$ cat src/rtl/mips_controller_pkg.sv
// Shared encodings for the TinyMIPS multicycle controller: opcodes, funct codes,
// FSM states, ALU codes and the per-state control word.
package mips_controller_pkg;

  localparam logic [5:0] OP_LB    = 6'b100000;
  localparam logic [5:0] OP_SB    = 6'b101000;
  localparam logic [5:0] OP_RTYPE = 6'b000000;
  localparam logic [5:0] OP_BEQ   = 6'b000100;
  localparam logic [5:0] OP_J     = 6'b000010;
  localparam logic [5:0] OP_ADDI  = 6'b001000;

  localparam logic [5:0] FUNCT_ADD = 6'b100000;
  localparam logic [5:0] FUNCT_SUB = 6'b100010;
  localparam logic [5:0] FUNCT_AND = 6'b100100;
  localparam logic [5:0] FUNCT_OR  = 6'b100101;
  localparam logic [5:0] FUNCT_SLT = 6'b101010;

  localparam logic [2:0] ALUCTL_ADD = 3'b010;
  localparam logic [2:0] ALUCTL_SUB = 3'b110;
  localparam logic [2:0] ALUCTL_AND = 3'b000;
  localparam logic [2:0] ALUCTL_OR  = 3'b001;
  localparam logic [2:0] ALUCTL_SLT = 3'b111;

  localparam logic [1:0] ALUOP_ADD   = 2'b00;
  localparam logic [1:0] ALUOP_SUB   = 2'b01;
  localparam logic [1:0] ALUOP_FUNCT = 2'b10;

  typedef enum logic [3:0] {
    S_FETCH1  = 4'd0,
    S_FETCH2  = 4'd1,
    S_FETCH3  = 4'd2,
    S_FETCH4  = 4'd3,
    S_DECODE  = 4'd4,
    S_MEMADR  = 4'd5,
    S_LBRD    = 4'd6,
    S_LBWR    = 4'd7,
    S_SBWR    = 4'd8,
    S_RTYPEEX = 4'd9,
    S_RTYPEWR = 4'd10,
    S_BEQEX   = 4'd11,
    S_JEX     = 4'd12,
    S_ADDIEX  = 4'd13,
    S_ADDIWR  = 4'd14
  } state_t;

  typedef struct packed {
    logic       memread;
    logic       memwrite;
    logic       alusrca;
    logic [1:0] alusrcb;
    logic       iord;
    logic [3:0] irwrite;
    logic       memtoreg;
    logic       pcwrite;
    logic       branch;
    logic [1:0] pcsource;
    logic       regdst;
    logic       regwrite;
    logic [1:0] aluop;
  } ctrl_t;

  // Moore control word for each state; anything not set stays 0 (aluop 00 = add).
  function automatic ctrl_t state_ctrl(input state_t s);
    ctrl_t c;
    c = '0;
    case (s)
      S_FETCH1, S_FETCH2, S_FETCH3, S_FETCH4: begin
        c.memread = 1'b1;
        c.alusrcb = 2'b01;
        c.pcwrite = 1'b1;
        c.irwrite = 4'b0001 << (s - S_FETCH1);
      end
      S_DECODE:  c.alusrcb = 2'b11;
      S_MEMADR, S_ADDIEX: begin
        c.alusrca = 1'b1;
        c.alusrcb = 2'b10;
      end
      S_LBRD: begin
        c.memread = 1'b1;
        c.iord    = 1'b1;
      end
      S_LBWR: begin
        c.regwrite = 1'b1;
        c.memtoreg = 1'b1;
      end
      S_SBWR: begin
        c.memwrite = 1'b1;
        c.iord     = 1'b1;
      end
      S_RTYPEEX: begin
        c.alusrca = 1'b1;
        c.aluop   = ALUOP_FUNCT;
      end
      S_RTYPEWR: begin
        c.regdst   = 1'b1;
        c.regwrite = 1'b1;
      end
      S_BEQEX: begin
        c.alusrca  = 1'b1;
        c.aluop    = ALUOP_SUB;
        c.branch   = 1'b1;
        c.pcsource = 2'b01;
      end
      S_JEX: begin
        c.pcwrite  = 1'b1;
        c.pcsource = 2'b10;
      end
      S_ADDIWR:  c.regwrite = 1'b1;
      default:   c = '0;
    endcase
    return c;
  endfunction

endpackage

$ cat src/rtl/mips_controller_alu_decoder.sv
// Combinational ALU control decode from aluop and the R-type funct field.
module alu_decoder
  import mips_controller_pkg::*;
(
  input  logic [1:0] aluop,
  input  logic [5:0] funct,
  output logic [2:0] alucontrol
);

  always_comb begin
    alucontrol = ALUCTL_ADD;
    case (aluop)
      ALUOP_ADD: alucontrol = ALUCTL_ADD;
      ALUOP_SUB: alucontrol = ALUCTL_SUB;
      ALUOP_FUNCT: begin
        // Unrecognised funct falls back to add; the register write still happens.
        case (funct)
          FUNCT_ADD: alucontrol = ALUCTL_ADD;
          FUNCT_SUB: alucontrol = ALUCTL_SUB;
          FUNCT_AND: alucontrol = ALUCTL_AND;
          FUNCT_OR:  alucontrol = ALUCTL_OR;
          FUNCT_SLT: alucontrol = ALUCTL_SLT;
          default:   alucontrol = ALUCTL_ADD;
        endcase
      end
      default:   alucontrol = ALUCTL_ADD;
    endcase
  end

endmodule

$ cat src/rtl/mips_controller.sv
// Multicycle control FSM for the 8-bit TinyMIPS datapath: byte-wise fetch,
// decode and execute of LB, SB, R-type, BEQ, J and ADDI.
module mips_controller
  import mips_controller_pkg::*;
(
  input  logic       clk,
  input  logic       reset,
  input  logic [5:0] op,
  input  logic [5:0] funct,
  input  logic       zero,
  output logic       memread,
  output logic       memwrite,
  output logic       alusrca,
  output logic [1:0] alusrcb,
  output logic       iord,
  output logic [3:0] irwrite,
  output logic       memtoreg,
  output logic       pcen,
  output logic [1:0] pcsource,
  output logic       regdst,
  output logic       regwrite,
  output logic [2:0] alucontrol
);

  state_t     state_reg;
  state_t     state_next;
  ctrl_t      ctrl;
  logic [2:0] alucontrol_raw;

  always_ff @(posedge clk) begin
    if (reset) state_reg <= S_FETCH1;
    else       state_reg <= state_next;
  end

  always_comb begin
    state_next = S_FETCH1;
    case (state_reg)
      S_FETCH1: state_next = S_FETCH2;
      S_FETCH2: state_next = S_FETCH3;
      S_FETCH3: state_next = S_FETCH4;
      S_FETCH4: state_next = S_DECODE;
      S_DECODE: begin
        case (op)
          OP_LB, OP_SB: state_next = S_MEMADR;
          OP_RTYPE:     state_next = S_RTYPEEX;
          OP_BEQ:       state_next = S_BEQEX;
          OP_J:         state_next = S_JEX;
          OP_ADDI:      state_next = S_ADDIEX;
          default:      state_next = S_FETCH1;
        endcase
      end
      S_MEMADR:  state_next = (op == OP_SB) ? S_SBWR : S_LBRD;
      S_LBRD:    state_next = S_LBWR;
      S_RTYPEEX: state_next = S_RTYPEWR;
      S_ADDIEX:  state_next = S_ADDIWR;
      default:   state_next = S_FETCH1;
    endcase
  end

  // Reset blanks every output immediately, not just from the next edge.
  assign ctrl = reset ? '0 : state_ctrl(state_reg);

  alu_decoder u_alu_decoder (
    .aluop      (ctrl.aluop),
    .funct      (funct),
    .alucontrol (alucontrol_raw)
  );

  assign memread    = ctrl.memread;
  assign memwrite   = ctrl.memwrite;
  assign alusrca    = ctrl.alusrca;
  assign alusrcb    = ctrl.alusrcb;
  assign iord       = ctrl.iord;
  assign irwrite    = ctrl.irwrite;
  assign memtoreg   = ctrl.memtoreg;
  assign pcen       = ctrl.pcwrite | (ctrl.branch & zero);
  assign pcsource   = ctrl.pcsource;
  assign regdst     = ctrl.regdst;
  assign regwrite   = ctrl.regwrite;
  assign alucontrol = reset ? 3'b000 : alucontrol_raw;

endmodule

$ cat config.mk
export PLATFORM = sky130hd
export DESIGN_NAME = mips_controller
export DESIGN_NICKNAME = d
export VERILOG_FILES = /design/src/rtl/mips_controller_pkg.sv /design/src/rtl/mips_controller_alu_decoder.sv /design/src/rtl/mips_controller.sv
export SDC_FILE = /design/constraint.sdc
export NUM_CORES = 1
export LEC_CHECK = 0
export BUFFER_PORTS_ARGS = -buffer_cell sky130_fd_sc_hd__buf_2
export CAP_MARGIN = 25
export CORE_UTILIZATION = 47
export CTS_CLUSTER_DIAMETER = 80
export DETAILED_ROUTE_END_ITERATION = 8
export GPL_TIMING_DRIVEN = 0
export PLACE_DENSITY = 0.88
export SKIP_LAST_GASP = 1
export SLEW_MARGIN = 20
export SYNTH_ARGS = -nofsm -noshare
export SYNTH_HDL_FRONTEND = slang
export SYNTH_SLANG_ARGS = --single-unit
$ cat constraint.sdc
create_clock -name clk -period 3.6 [get_ports clk]
set_input_delay 0.18 -clock clk [delete_from_list [all_inputs] [get_ports clk]]
set_output_delay 0.18 -clock clk [all_outputs]
set_load 0.005 [all_outputs]
==> run metrics, run 1 <==
status completed; num rows 12; Multi-input gate area between 400 and 500 um^2; PortBufs 33; P per Cell Area 212 nW/um^2; maxcap violations 0; cell area after synthesis 634 um^2; area grow syn2layout 32.3%; sequential fraction of the synthesis area 0.126; FF+latch count, synth 4; critical path class reg -> out; GPL Wtd Cong about 0.80; final setup margin 1.39 ns; I/O Pins 34; Hold Path Class in -> reg; Post CTS Setup Buffer Count 0; Final nets around 150; fmax 0.453 GHz; Pre-antenna DRT Iters 4; die area approximately 1500 um^2; Worst Skew 0.00376 ns; Leak 0.385 nW; syn nets 114; TritonCTS buffer count 3; WL/cell 11.2 um; root buf cell clkbuf_4; GRT Total Usage 0.260; total negative slack 0 ns; number of global-route vias before repair 709; DR vias 865; Finish-stage setup viols 0; worst slack, placed about 1.6 ns; Power Total 0.178 mW; CTS HTree Levels 1; Starting Density 0.535; Worst Path Required 3.42 ns; CP startpoint state_reg[0]; DRC 0; grt total ovfl 0; worst path arrival time 2.03 ns; Largest register FFs 4; clk slew on worst S/H paths roughly 0.04 ns; Die H just under 40 um; DRT antenna net count 0; critical hold path startpoint op[5]; DP HPWL 1.35 mm; final-report max-slew violation count 0; relative max-transition margin 0.729; min Tclk post-route 2.21 ns; drt initial violations 42; most common cell after layout, fill and taps aside buf_2; Slew @ Worst Pin 0.407 ns; Hold Buf Count CTS 0; core area 1190 um^2; critical path capture point type primary output; Reg area 80.1 um^2; Netlist cell types 36; commonest non-fill, non-tap cells in the layout buf_2, nor2_1, a21oi_1; initial antenna violation count 0; first-pass GRT wire length 2.80 mm; Fillers 125; latest clock arrival within the worst-skew pair 0.23 ns; Synth Instances between 90 and 100; clk buf depth 2; setup repair after global routing missed its margin no; DIE WIDTH 38.7 um; post-CTS resize count 0; # clock sinks 4; Mean Syn Cell Area around 6.5 um^2; final hold vios 0; R2R Path Start state_reg[0]; ant diodes 0; crit-path max FO 10; Max VDD drop 0.000240 V; CTS tree yes; via density per instance 5.88; WL final 1.65 mm; type of origin of the critical path register; maximum number of pins on one net before global-route repair 11; period utilisation layout 0.613; share of post-route cells with drive strength above 1 0.353; Synth Warn # 0
[routing by layer]
metal  track usage  up-vias  share of wire  wire length (um)
met3        0.0520        0          0.059                97
met5             0        -              0                 0
met1         0.302      385           0.45               744
li1              -      436              -                 -
met2         0.496       44           0.49               811
met4        0.0259        0              0                 0
[layout make-up]
| class | count | area share |
|---|---|---|
| inverters | 4 | 0.0179 |
| well taps | 14 | 0.0209 |
| multi-input cells | 81 | 0.587 |
| repair buffers | 33 | 0.197 |
| flip-flops and latches | 4 | 0.0954 |
| clock buffers | 3 | 0.0268 |
| plain buffers | 8 | 0.0551 |
[synthesized netlist by cell type]
master | n | area (um^2)
nor2_1 | 17 | 63.8
a21oi_1 | 9 | 45.0
nor3_1 | 7 | 35.0
nand2_1 | 5 | 18.8
buf_2 | 4 | 20.0
dfxtp_1 | 4 | 80.1
nand3_1 | 4 | 20.0
nor4_1 | 4 | 25.0
a31oi_1 | 3 | 18.8
inv_1 | 3 | 11.3
nand2b_1 | 3 | 18.8
nor3b_1 | 3 | 22.5
a211oi_1 | 2 | 15.0
ha_1 | 2 | 25.0
nor2b_1 | 2 | 12.5
nor3_2 | 2 | 20.0
o21ai_0 | 2 | 10.0
o22a_1 | 2 | 17.5
or3_1 | 2 | 12.5
a2111oi_1 | 1 | 10.0
a22oi_1 | 1 | 7.51
a32oi_1 | 1 | 8.76
a41oi_1 | 1 | 8.76
and3b_1 | 1 | 8.76
and4b_1 | 1 | 10.0
buf_1 | 1 | 3.75
buf_4 | 1 | 7.51
buf_6 | 1 | 11.3
clkbuf_1 | 1 | 3.75
inv_2 | 1 | 3.75
nand2b_4 | 1 | 13.8
nand4_1 | 1 | 6.26
nor2b_4 | 1 | 13.8
o2111ai_1 | 1 | 8.76
o21bai_1 | 1 | 7.51
xor2_1 | 1 | 8.76
[report_power, final]
group / switching, mW / internal [mW]
sequential: 0.00268 / 0.0480
clock: 0.0154 / 0.0371
combinational: 0.0440 / 0.0308
[per-stage QoR]
| step | hold slack (ns) | cells | utilization | cell area [um^2] |
|---|---|---|---|---|
| global route | 0.295 | 147 | 0.708 | 840 |
| global placement | 0.501 | 144 | 0.689 | 817 |
| detailed placement | 0.506 | 144 | 0.689 | 817 |
| floorplan | 0.353 | 97 | - | 634 |
| finish | 0.276 | 147 | 0.708 | 840 |
| CTS | 0.266 | 147 | 0.708 | 840 |
[worst max-delay path, cell delays in order (launching register included)]
cell	delay, ns
dfxtp_1	0.37
buf_2	0.24
nand2_1	0.14
nor3_1	0.22
inv_1	0.07
ha_1	0.33
nor4_1	0.26
buf_2	0.16
[cells by family (layout without fill, tap and decap cells)]
| kind of cell | after synthesis | in the layout | share of synthesized area |
|---|---|---|---|
| AND/OR/NAND/NOR | 54 | 54 | 0.475 |
| flip-flops | 4 | 4 | 0.126 |
| adder cells (fa/ha/maj) | 2 | 2 | 0.0394 |
| XOR/XNOR | 1 | 1 | 0.0138 |
| AO/OA/AOI/OAI | 24 | 24 | 0.249 |
| buffers and inverters | 12 | 48 | 0.0966 |
[path summary, 6_finish.rpt]
path / to / slack [ns] / depth (start not counted)
hold reg to reg: state_reg[3] / 0.74 / 3
setup / recovery: alucontrol[0] / 1.39 / 7
hold / removal: state_reg[3] / 0.28 / 3
setup reg to reg: state_reg[3] / 2.39 / 4
(Power assumes the default switching activity.)
==> inputs of run 2 (changes only) <==
--- a/config.mk
+++ b/config.mk
@@ -7,11 +7,11 @@
 export LEC_CHECK = 0
 export BUFFER_PORTS_ARGS = -buffer_cell sky130_fd_sc_hd__buf_2
 export CAP_MARGIN = 25
-export CORE_UTILIZATION = 47
+export CORE_UTILIZATION = 39
 export CTS_CLUSTER_DIAMETER = 80
 export DETAILED_ROUTE_END_ITERATION = 8
 export GPL_TIMING_DRIVEN = 0
-export PLACE_DENSITY = 0.88
+export PLACE_DENSITY = 0.79
 export SKIP_LAST_GASP = 1
 export SLEW_MARGIN = 20
 export SYNTH_ARGS = -nofsm -noshare
==> constraint.sdc (replaced) <==
create_clock -name clk -period 1.8 [get_ports clk]
set_input_delay 0.09 -clock clk [delete_from_list [all_inputs] [get_ports clk]]
set_output_delay 0.09 -clock clk [all_outputs]
set_load 0.005 [all_outputs]
==> run 2 against run 1 <==
The flow now finishes with violations (negative setup slack). Total power grew 120%. Final cell count grew 5.4%. Global-route usage shrank 2.5 points. Non-clock buffer count grew 6. Utilization shrank 6.7 points. Hold slack lost 0.098 ns. Via count grew 3.9%. Flip-flop and latch count is the same. Clock power grew 100%. Register-to-register slack lost 2.0 ns. Clock skew shrank 0.0022 ns. Critical path depth shrank 1. Largest cell class unchanged.
==> run metrics, run 2 (same netlist as run 1, synthesis figures left out) <==
status complete, but fails checks; failing checks negative setup slack; share of post-route cells with drive strength above 1 0.489 (+0.136); WL/cell 13.3 um (+18%); crit path cell chain nand2b_4 -> or3_4 -> inv_2 -> ha_4 -> nor4_2 -> buf_2; worst path arrival time 1.72 ns (-0.31 ns); max layer used met3; worst slack, placed -0.0942 ns (-1.73 ns); R2R Setup Slk 0.43 ns (-1.96 ns); Final nets 158 (+3.9%); Slew @ Worst Pin 0.421 ns (+0.0146 ns); worst reg2reg path depth 5 (+1); maximum number of pins on one net before global-route repair 11 (unchanged); final hold vios 0 (unchanged); WL met2 1.09 mm (+34%); PortBufs 33 (unchanged); grt total ovfl 0 (unchanged); setup repair after global routing missed its margin yes; WL final 2.06 mm (+24%); P per Cell Area 402 nW/um^2 (+90%); drt initial violations 38 (-9.5%); TritonCTS buffer count 3 (unchanged); area grow syn2layout 52.3%; core area 1510 um^2 (+27%); fmax 0.551 GHz; # clock sinks 4 (unchanged); first-pass GRT wire length 3.39 mm (+21%); Final Instance Area 966 um^2 (+15%); final setup margin -0.0135 ns (-1.41 ns); DRT met1 WL 836 um (+12%); critical path capture point type primary output; via density per instance 5.80 (-1.4%); final-report max-slew violation count 0 (unchanged); Placed Area 820 um^2 (+0.31%); DP HPWL 1.42 mm (+5.6%); final hold slack 0.178 ns (-0.0979 ns); ant diodes 0 (unchanged); Fillers 128 (+2.4%); relative max-transition margin 0.719 (-0.00974); Worst path max stage delay 0.37 ns (about the same); initial antenna violation count 0 (unchanged); Worst Path Required 1.71 ns (-1.71 ns); Multi-input gate area 556 um^2 (+13%); Reg area 87.6 um^2 (+9.4%); min Tclk post-route 1.81 ns; Finish-stage setup viols 1 (+1); Buffers & Inverters on Critical Path 2 (-1); Largest register FFs 4 (unchanged); hold path cells 3 (unchanged); Hold Buf Count CTS 0 (unchanged); latest clock arrival within the worst-skew pair 0.23 ns (about the same); largest delay contributor family on the critical path simple AND/OR/NAND/NOR gates; period utilisation layout 1.01; GPL Wtd Cong 0.822 (+3.3%); DIE WIDTH 42.3 um (+9.3%); Critical Path Stages 6 (-1); type of origin of the critical path register; GRT Total Usage 0.235 (-0.0253); critical path class reg -> out; clk buf depth 2 (unchanged); Leak 0.434 nW (+13%); maxcap violations 0 (unchanged); Max VDD drop 0.000318 V (+32%); CTS tree yes; I/O Pins 34 (unchanged); Hold Path Class in -> reg; crit-path max FO 3 (-7); DR vias 899 (+3.9%); Worst Skew 0.00153 ns (-0.00223 ns); slowest cell on the critical path or3_4; DRC 0 (unchanged); root buf cell clkbuf_4; most common cell after layout, fill and taps aside buf_2; Pre-antenna DRT Iters 4 (unchanged); commonest non-fill, non-tap cells in the layout buf_2, nor2_1, a21oi_1; die area 1790 um^2 (+19%); num rows 14 (+2); DRT antenna net count 0 (unchanged); number of global-route vias before repair 783 (+10%); clk slew on worst S/H paths 0.04 ns (about the same); met3 routed WL 128 um (+32%); CTS HTree Levels 1 (unchanged); Starting Density 0.421 (-0.114); Die H 42.3 um (+9.3%)
## run 2: cell count changes in the layout (fill, tap and decap cells not counted), moves of 2 or more
cell | previous run | this run
inv_1 | 3 | 1
inv_2 | 1 | 3
dfxtp_2 | 0 | 3
buf_2 | 37 | 35
dfxtp_1 | 4 | 0
buf_4 | 1 | 8
## run 2: power breakdown
part / switching, mW / total [mW] / internal [mW]
sequential: 0.00826 / 0.105 / 0.0968
clock: 0.0331 / 0.107 / 0.0744
combinational: 0.0979 / 0.176 / 0.0780
## run 2: path summary, 6_finish.rpt
check / from / end
max: state_reg[2] / alucontrol[0]
min: op[5] / state_reg[3]
max reg2reg: state_reg[1] / state_reg[1]
min reg2reg: state_reg[1] / state_reg[1]
## run 2: timing repair
action	in CTS	in global routing
setup buffers	7	1
pin swaps	6	4
endpoints found under the setup margin	3	3
hold endpoints to repair	0	0
gates resized for setup	18	5
## run 2: metal layers
| layer | track usage | vias up |
|---|---|---|
| met5 | 0 | - |
| li1 | - | 439 |
| met3 | 0.0216 | 0 |
| met2 | 0.437 | 40 |
| met1 | 0.295 | 420 |
| met4 | 0.0375 | 0 |
## run 2: area by class of cell
type / count / share of cell area
Buffer: 6 / 0.0376
Clock buffer: 3 / 0.0233
Sequential cell: 4 / 0.0907
Multi-Input combinational cell: 81 / 0.575
Inverter: 4 / 0.0155
Tap cell: 16 / 0.0207
Timing Repair Buffer: 41 / 0.237
## run 2: metrics by stage
stage          instances  TNS (ns)   util  total power [mW]
6_report             155   -0.0135  0.641             0.388
5_1_grt              155    -0.210  0.641             0.415
4_1_cts              155   -0.0269  0.628             0.380
3_5_place_dp         146    -0.164  0.544             0.252
3_3_place_gp         146   -0.0235  0.544             0.248
2_1_floorplan         97         0      -             0.197
## run 2: worst register-to-register path, cell delays in order, from the launching register on
cell and delay (ns):
dfxtp_2 0.33, buf_4 0.13, nor2_1 0.32, and4b_1 0.29, a31oi_1 0.10, a21oi_1 0.13
